==> config.mk <==
export PLATFORM = sky130hd
export DESIGN_NAME = seg7_scan5
export DESIGN_NICKNAME = d
export VERILOG_FILES = /design/src/rtl/seg7_scan5.sv
export SDC_FILE = /design/constraint.sdc
export NUM_CORES = 1
export LEC_CHECK = 0
export CORE_ASPECT_RATIO = 0.8
export CORE_UTILIZATION = 25
export CTS_CLUSTER_SIZE = 10
export DETAILED_ROUTE_END_ITERATION = 10
export PLACE_DENSITY = 0.43
export SYNTH_ARGS = -nofsm -noshare
export SYNTH_HDL_FRONTEND = slang
export SYNTH_SLANG_ARGS = --single-unit
export TNS_END_PERCENT = 50
==> constraint.sdc <==
create_clock -name clk_i -period 5.1 [get_ports clk_i]
set_input_delay 1.02 -clock clk_i [delete_from_list [all_inputs] [get_ports clk_i]]
set_output_delay 1.02 -clock clk_i [all_outputs]
set_load 0.02 [all_outputs]
==> src/rtl/seg7_scan5.sv <==
// Five-digit multiplexed 7-segment driver: scans one active-low anode at a time and
// swaps in a new BCD value only at the digit-0 to digit-4 frame boundary.
module seg7_scan5 #(
    parameter int DIV      = 50000,
    parameter bit BLANK_LZ = 1'b1
) (
    input  logic        clk_i,
    input  logic        rst_i,
    input  logic [18:0] bcd_i,
    input  logic        bcd_valid_i,
    output logic        bcd_ready_o,
    output logic [4:0]  an_o,
    output logic [6:0]  seg_o,
    output logic        dp_o,
    output logic        frame_done_o
);

    localparam int             PW   = (DIV > 1) ? $clog2(DIV) : 1;
    localparam logic [PW-1:0]  PMAX = PW'(DIV - 1);

    logic [PW-1:0] pcnt_q, pcnt_d;
    logic [2:0]    idx_q, idx_d;
    logic [18:0]   pend_q, pend_d;
    logic [18:0]   disp_q, disp_d;
    logic          pflag_q, pflag_d;
    logic          load_q, load_d;
    logic [4:0]    an_q, an_d;
    logic [6:0]    seg_q, seg_d;
    logic          dp_q;
    logic          frame_done_q;
    logic          tick_s, fb_s, blank_s;
    logic [3:0]    digit_s;

    function automatic logic [6:0] seg_decode(input logic [3:0] d);
        logic [6:0] s;
        case (d)
            4'd0:    s = 7'h40;
            4'd1:    s = 7'h79;
            4'd2:    s = 7'h24;
            4'd3:    s = 7'h30;
            4'd4:    s = 7'h19;
            4'd5:    s = 7'h12;
            4'd6:    s = 7'h02;
            4'd7:    s = 7'h78;
            4'd8:    s = 7'h00;
            4'd9:    s = 7'h10;
            default: s = 7'h3F;
        endcase
        return s;
    endfunction

    assign tick_s = (pcnt_q == PMAX);
    assign fb_s   = tick_s && (idx_q == 3'd0);

    // Next-state logic for scan counters and the pending/display registers
    always_comb begin
        pcnt_d  = tick_s ? '0 : pcnt_q + PW'(1);
        idx_d   = idx_q;
        pend_d  = pend_q;
        disp_d  = disp_q;
        pflag_d = pflag_q;
        load_d  = 1'b0;
        if (idx_q > 3'd4) begin
            idx_d = 3'd4;
        end else if (tick_s) begin
            idx_d = (idx_q == 3'd0) ? 3'd4 : idx_q - 3'd1;
        end else begin
            idx_d = idx_q;
        end
        if (bcd_valid_i) begin
            pend_d  = bcd_i;
            pflag_d = 1'b1;
        end else begin
            pend_d = pend_q;
        end
        // A strobe landing on the boundary goes straight to the display
        if (fb_s && bcd_valid_i) begin
            disp_d  = bcd_i;
            pflag_d = 1'b0;
            load_d  = 1'b1;
        end else if (fb_s && pflag_q) begin
            disp_d  = pend_q;
            pflag_d = 1'b0;
            load_d  = 1'b1;
        end else begin
            disp_d = disp_q;
        end
    end

    // Digit selection, leading-zero blanking and pin encoding from current registers
    always_comb begin
        digit_s = 4'd0;
        blank_s = 1'b0;
        case (idx_q)
            3'd4: begin digit_s = {1'b0, disp_q[18:16]}; blank_s = (disp_q[18:16] == 3'd0);  end
            3'd3: begin digit_s = disp_q[15:12];         blank_s = (disp_q[18:12] == 7'd0);  end
            3'd2: begin digit_s = disp_q[11:8];          blank_s = (disp_q[18:8]  == 11'd0); end
            3'd1: begin digit_s = disp_q[7:4];           blank_s = (disp_q[18:4]  == 15'd0); end
            3'd0: begin digit_s = disp_q[3:0];           blank_s = 1'b0;                     end
            default: begin digit_s = 4'd0;               blank_s = 1'b1;                     end
        endcase
        an_d = 5'b11111 & ~(5'b00001 << idx_q);
        if (BLANK_LZ && blank_s) begin
            seg_d = 7'h7F;
        end else begin
            seg_d = seg_decode(digit_s);
        end
    end

    // State and registered pin outputs
    always_ff @(posedge clk_i) begin
        if (rst_i) begin
            pcnt_q       <= '0;
            idx_q        <= 3'd4;
            pend_q       <= 19'd0;
            disp_q       <= 19'd0;
            pflag_q      <= 1'b0;
            load_q       <= 1'b0;
            an_q         <= 5'b11111;
            seg_q        <= 7'h7F;
            dp_q         <= 1'b1;
            frame_done_q <= 1'b0;
        end else begin
            pcnt_q       <= pcnt_d;
            idx_q        <= idx_d;
            pend_q       <= pend_d;
            disp_q       <= disp_d;
            pflag_q      <= pflag_d;
            load_q       <= load_d;
            an_q         <= an_d;
            seg_q        <= seg_d;
            dp_q         <= 1'b1;
            frame_done_q <= load_q;
        end
    end

    assign bcd_ready_o  = ~pflag_q;
    assign an_o         = an_q;
    assign seg_o        = seg_q;
    assign dp_o         = dp_q;
    assign frame_done_o = frame_done_q;

endmodule
**Word-level counts from Yosys, hierarchy flattened**

Memories as Yosys holds them, arrays and structs flattened. A register that Yosys moved wholly into a read port is not among the register bits.
Index checks and enable logic that the tools add are counted.

- Equal/unequal tests: 5
- Reduce and logical (&&, ||, !) cells: 13
- Bitwise gates (word level): 2
- Multiplexer cells: 7
- Add/subtract/negate cells: 2
- Magnitude comparators: 1
- Shift operators: 1

Operator list:

| cell | number |
|---|---|
| 2-to-1 mux 19 bit | 2 |
| one-hot mux 4 bit (5 select lines) | 1 |
| adder 16 x 1 -> 16 bit (second input constant) | 1 |
| equality test 16 bit (second input constant) | 1 |
| zero test 15 bit | 1 |
| zero test 11 bit | 1 |
| zero test 7 bit | 1 |
| equality test 3 x 2 -> 1 bit (second input constant) | 2 |
| zero test 3 bit | 2 |
| OR reduction 2 bit | 3 |
| NOT 5 bit | 1 |
| one-hot mux 1 bit (5 select lines) | 1 |
| << shifter 1 x 3 -> 5 bit (first input constant) | 1 |
| equality test 3 x 1 -> 1 bit (second input constant) | 1 |
| equality test 3 bit (second input constant) | 1 |
| greater-than comparator 3 bit (second input constant) | 1 |
| logical AND 1 bit | 3 |
| 2-to-1 mux 3 bit | 1 |
| OR reduction 3 bit | 1 |
| subtractor 3 x 1 -> 3 bit (second input constant) | 1 |
| 2-to-1 mux 1 bit | 2 |
| nonzero test 2 bit | 1 |
| NOT 1 bit | 1 |

- Logic and storage cells: 40
- Bits in read-only memories: 112
- Bits in registers: 65
- Input bits: 22
- Memories: 1
- Output and inout port bits: 15

Memory list:

| name | depth | width | rd ports | clocked after Yosys merged registers in | write ports | line | text |
|---|---|---|---|---|---|---|---|
| (no name shown) | 16 | 7 | 1 | 1 | 0 | 36 | `case (d)` |

**Depth between registers and ports, before layout**

- Depth after elaboration: 5
- Depth in mapped cells: 10
- Mapped depth without buffers: 8

**Worst setup path after synthesis**

OpenSTA, ideal clock, no wires.

- Path type: register to register
- Start: register idx_q[0]
- End: register seg_q[4], in the netlist seg_o[4]
- Path slack: 2770 ps
- Stages on the path, launching flop included: 10
- Buffers on the path: 2
- Data required time: 4985 ps
- Data arrival time: 2215 ps
- Clock period less this slack: 2330 ps
- Setup time: 115 ps
- Cell sequence: dfxtp_1 > clkbuf_1 > buf_2 > mux2i_1 > nor3_1 > a311oi_1 > ha_1 > nand2_1 > mux2_2 > a21bo_2

- Cells in the longest elaborated chain, start to end: 3
- Elaborated cells between the ends (all ways): 8
- Classes of those cells: 4 x eq/ne; 2 x mux; 2 x reduce/logical

RTL lines:

| item | line | text |
|---|---|---|
| start, declared | 22 | `logic [2:0] idx_q, idx_d;` |
| start signal, assigned | 125 | `idx_q <= idx_d;` |
| equality test 3 x 1 -> 1 bit (tied with other cells) | 94 | `case (idx_q)` |
| one-hot mux 1 bit (5 select lines) | 94 |  |
| OR reduction 2 bit (no line) | - |  |
| end, declared | 28 | `logic [6:0] seg_q, seg_d;` |

Several ways; a longest one is shown, not always the timed one.
A chain may end at the register's enable or synchronous reset.

**Worst setup path after layout**

- Start: register pcnt_q[0]
- End: register disp_q[17]

- Cells in the longest elaborated chain, start to end: 4
- Elaborated cells between the ends (all ways): 6
- Classes of those cells: 1 x eq/ne; 1 x mux; 4 x reduce/logical

RTL lines:

| item | line | text |
|---|---|---|
| start, declared | 21 | `logic [PW-1:0] pcnt_q, pcnt_d;` |
| start signal, assigned | 124 | `pcnt_q <= pcnt_d;` |
| equality test 16 bit * | 52 | `assign tick_s = (pcnt_q == PMAX);` |
| logical AND 1 bit * | 53 | `assign fb_s = tick_s && (idx_q == 3'd0);` |
| logical AND 1 bit (on tied branches) | 77, 81 |  |
| 2-to-1 mux 19 bit or nonzero test 2 bit (tied branches) | - |  |
| end signal, assigned | 127 | `disp_q <= disp_d;` |
| end, declared | 24 | `logic [18:0] disp_q, disp_d;` |

Mark *: on every way between the ends. The rest lies on a longest branch, timed or not.

==> run metrics <==
Synth area leader=dfxtp_1; nets@finish=399; I/O Pins=37; clk sinks=72; VDD IR max=143 µV; hold path cells=1; first drt pass iteration count=8; Seq cells post-synth=72; Worst R2R Path Depth=6; crit share post-route=57.8%; Area growth, synth to finish=23.3%; post-route cell area=4040 µm²; GP Congestion=0.768; GRT overflow=0; clk_lat worst skew=0.33 ns; Max Buffers Root-to-Sink=2; violated checks=DRC; Lkg Pwr=1.47 nW; worst min path class=reg2reg; Post-CTS Hold Fix Bufs=0; n_diodes=0; # setup viols final=0; global-route wire length before repair=12500 µm; clock root buffer=clkbuf_16; Syn Nets=375; DR WL/cell=13.5 µm; PortBufs=35; crit path DAT=3.13 ns; vias post-DR=2593; Fill cells=1353; CP max-delay cell=nand3_1; Setup TNS Final=0 ns; RSZ-0062 raised after global routing=no; Sw Ratio=21.6%; synth top area cells=dfxtp_1, mux2i_1, o32ai_1, nor2_1, a22oi_1; run status=finished with violations; clk slew on worst S/H paths=0.06 ns; via/cell ratio=4.71; worst-margin pin slew=1.11 ns; skew final=0.00585 ns; GRT Util Overall=12.0%; startpoint class of the critical path=flip-flop; Post-CTS Setup Bufs=0; pin count of the biggest net entering global routing=68; P_sw=272 µW; worst slew margin relative to its limit=26.3%; CP dominant cell by count=nand3_1; Fmax achieved=0.339 GHz; CTS tree=built; final wirelength=7410 µm; crit path time final=2.95 ns; Synth warnings=0; max-slew violations=0; hold violation count in the final report=0; Core Rows=37; CP cell instances=ha_1 > nand3_1 > nor4_2 > nand3_1 > nor2_4 > o32ai_1; initial core utilization=25.5%; Die Area=13600 µm²; P_int=988 µW; CP max FO=22; DIE HEIGHT=104 µm; DRC Markers=2; number of global-route vias before repair=2386; synthesized instance count=347; PwrDens=312 nW/µm²; initial antenna violation count=0; power share of the clock group=48.2%; required time worst endpoint=5.28 ns; Die X-Extent=130 µm; Synth Cell Area=3270 µm²; Setup CP Type=reg2reg; mean post-synth cell area=9.44 µm²; hpwl dp=5100 µm; delay of the slowest critical-path stage=0.74 ns; CTS buffer count=9; core area=12800 µm²; layout cells sized above 1=9.60%; Cell Area, Placed=3740 µm²; # H-tree levels=3; CP endpoint kind=flip-flop; initial drt markers=146; top cell type's share of synthesized area=44.0%; Final ANT Viol Nets=0; Max-cap violations=0; Seq/Total Area, Yosys=44.0%; CTS resizes=0; Sequential Power Share=46.1%; Comb power frac=5.6%; Synth cell types=53
cells in the final DEF (no fill, tap or decap), types with 3 or more instances in the layout:
master	netlist	layout
a21oi_1	8	8
a22oi_1	20	20
and3_1	4	4
clkbuf_16	0	9
clkbuf_8	0	4
clkdlybuf4s50_1	0	33
dfxtp_1	72	72
ha_1	6	6
inv_1	5	5
mux2_2	4	4
mux2i_1	22	22
nand2_1	15	15
nand2b_1	21	21
nand3_1	10	10
nand3b_1	4	4
nor2_1	43	43
nor2b_1	5	5
nor3_1	4	4
nor4bb_1	3	3
o21a_1	3	3
o21ai_0	8	8
o32ai_1	19	19
xnor2_1	7	7
xor2_1	6	6
layout make-up:
class	count	area, µm²	share of cell area, %
Multi-Input combinational cell	247	1720	42.5
Sequential cell	72	1440	35.7
Timing Repair Buffer	36	348	8.62
Clock buffer	13	280	6.94
Tap cell	175	219	5.42
Inverter	5	18.8	0.465
Clock inverter	2	12.5	0.310
path summary, 6_finish.rpt:
path              startpoint           end  slack, ns
setup / recovery   pcnt_q[0]    disp_q[17]       2.15
hold reg to reg       load_q  frame_done_o       0.45
setup reg to reg   pcnt_q[0]    disp_q[17]       2.15
hold / removal        load_q  frame_done_o       0.45
state kept, by name, indices dropped and copies added, names as in the netlist:
signal / count
an_o: 5
idx_q: 3
pflag_q: 1
load_q: 1
seg_o: 7
pend_q: 19
frame_done_o: 1
pcnt_q: 16
disp_q: 19
stage by stage:
step                      instances  util, %  hold WS [ns]  total power [mW]  setup slack [ns]
after global routing            550     31.5         0.466              1.32              1.79
after CTS                       550     31.5         0.455              1.29              2.09
after floorplan                 347        -         0.414             0.636              2.77
final                           550     31.5         0.453              1.26              2.15
after global placement          535     29.2         0.429             0.665              2.18
after detailed placement        535     29.2         0.447             0.666              2.09
power groups by stage:
stage                     combinational [mW]  sequential, mW  clock (mW)
final                                 0.0710           0.581       0.608
after global routing                  0.0796           0.582       0.658
after CTS                             0.0725           0.581       0.632
after detailed placement              0.0724           0.593           0
after global placement                0.0719           0.593           0
after floorplan                       0.0432           0.592           0
critical path, delay by kind of cell, from the launching register on:
kind	cells	cell delay, ns
simple gates	4	2.00
flops	1	0.37
fa+ha+maj	1	0.25
compound gates	1	0.17
cell families after synthesis:
| logic type | Yosys count | share of synthesized area (%) |
|---|---|---|
| adder cells (fa/ha/maj) | 6 | 2.29 |
| AND/OR/NAND/NOR | 131 | 22.4 |
| multiplexers | 26 | 8.10 |
| other | 1 | 0.115 |
| buffers and inverters | 28 | 3.55 |
| XOR/XNOR | 13 | 3.48 |
| flip-flops | 72 | 44.0 |
| AO/OA/AOI/OAI | 70 | 16.0 |
synth_stat cells (all sizes together):
| cell type | instances |
|---|---|
| dfxtp | 72 |
| nor2 | 44 |
| mux2i | 22 |
| nand2b | 21 |
| a22oi | 20 |
| o32ai | 19 |
| nand2 | 15 |
| clkbuf | 13 |
| buf | 10 |
| nand3 | 10 |
| a21oi | 9 |
| o21ai | 8 |
| xnor2 | 7 |
| ha | 6 |
| xor2 | 6 |
| and3 | 5 |
| inv | 5 |
| nor2b | 5 |
| mux2 | 4 |
| nand3b | 4 |
| nor3 | 4 |
| a311oi | 3 |
| nor4 | 3 |
| nor4bb | 3 |
| o21a | 3 |
| or4 | 3 |
| nand4 | 2 |
| nand4bb | 2 |
| o22ai | 2 |
| or2 | 2 |
| or3 | 2 |
| a21bo | 1 |
| a221o | 1 |
| a221oi | 1 |
| a22o | 1 |
| a31oi | 1 |
| and3b | 1 |
| and4 | 1 |
| and4b | 1 |
| conb | 1 |
| nand4b | 1 |
| o211ai | 1 |
| or3b | 1 |
| or4b | 1 |
layer usage:
| layer | wire (µm) | part of all wire (%) | GRT usage (%) | vias to the layer above |
|---|---|---|---|---|
| met1 | 3910 | 53 | 17.2 | 1226 |
| met5 | 0 | 0 | 0 | - |
| met4 | 110 | 1.5 | 5.23 | 0 |
| li1 | - | - | - | 1310 |
| met3 | 323 | 4.4 | 3.70 | 12 |
| met2 | 3060 | 41 | 16.2 | 45 |
Power figures use the tool's default switching activity.
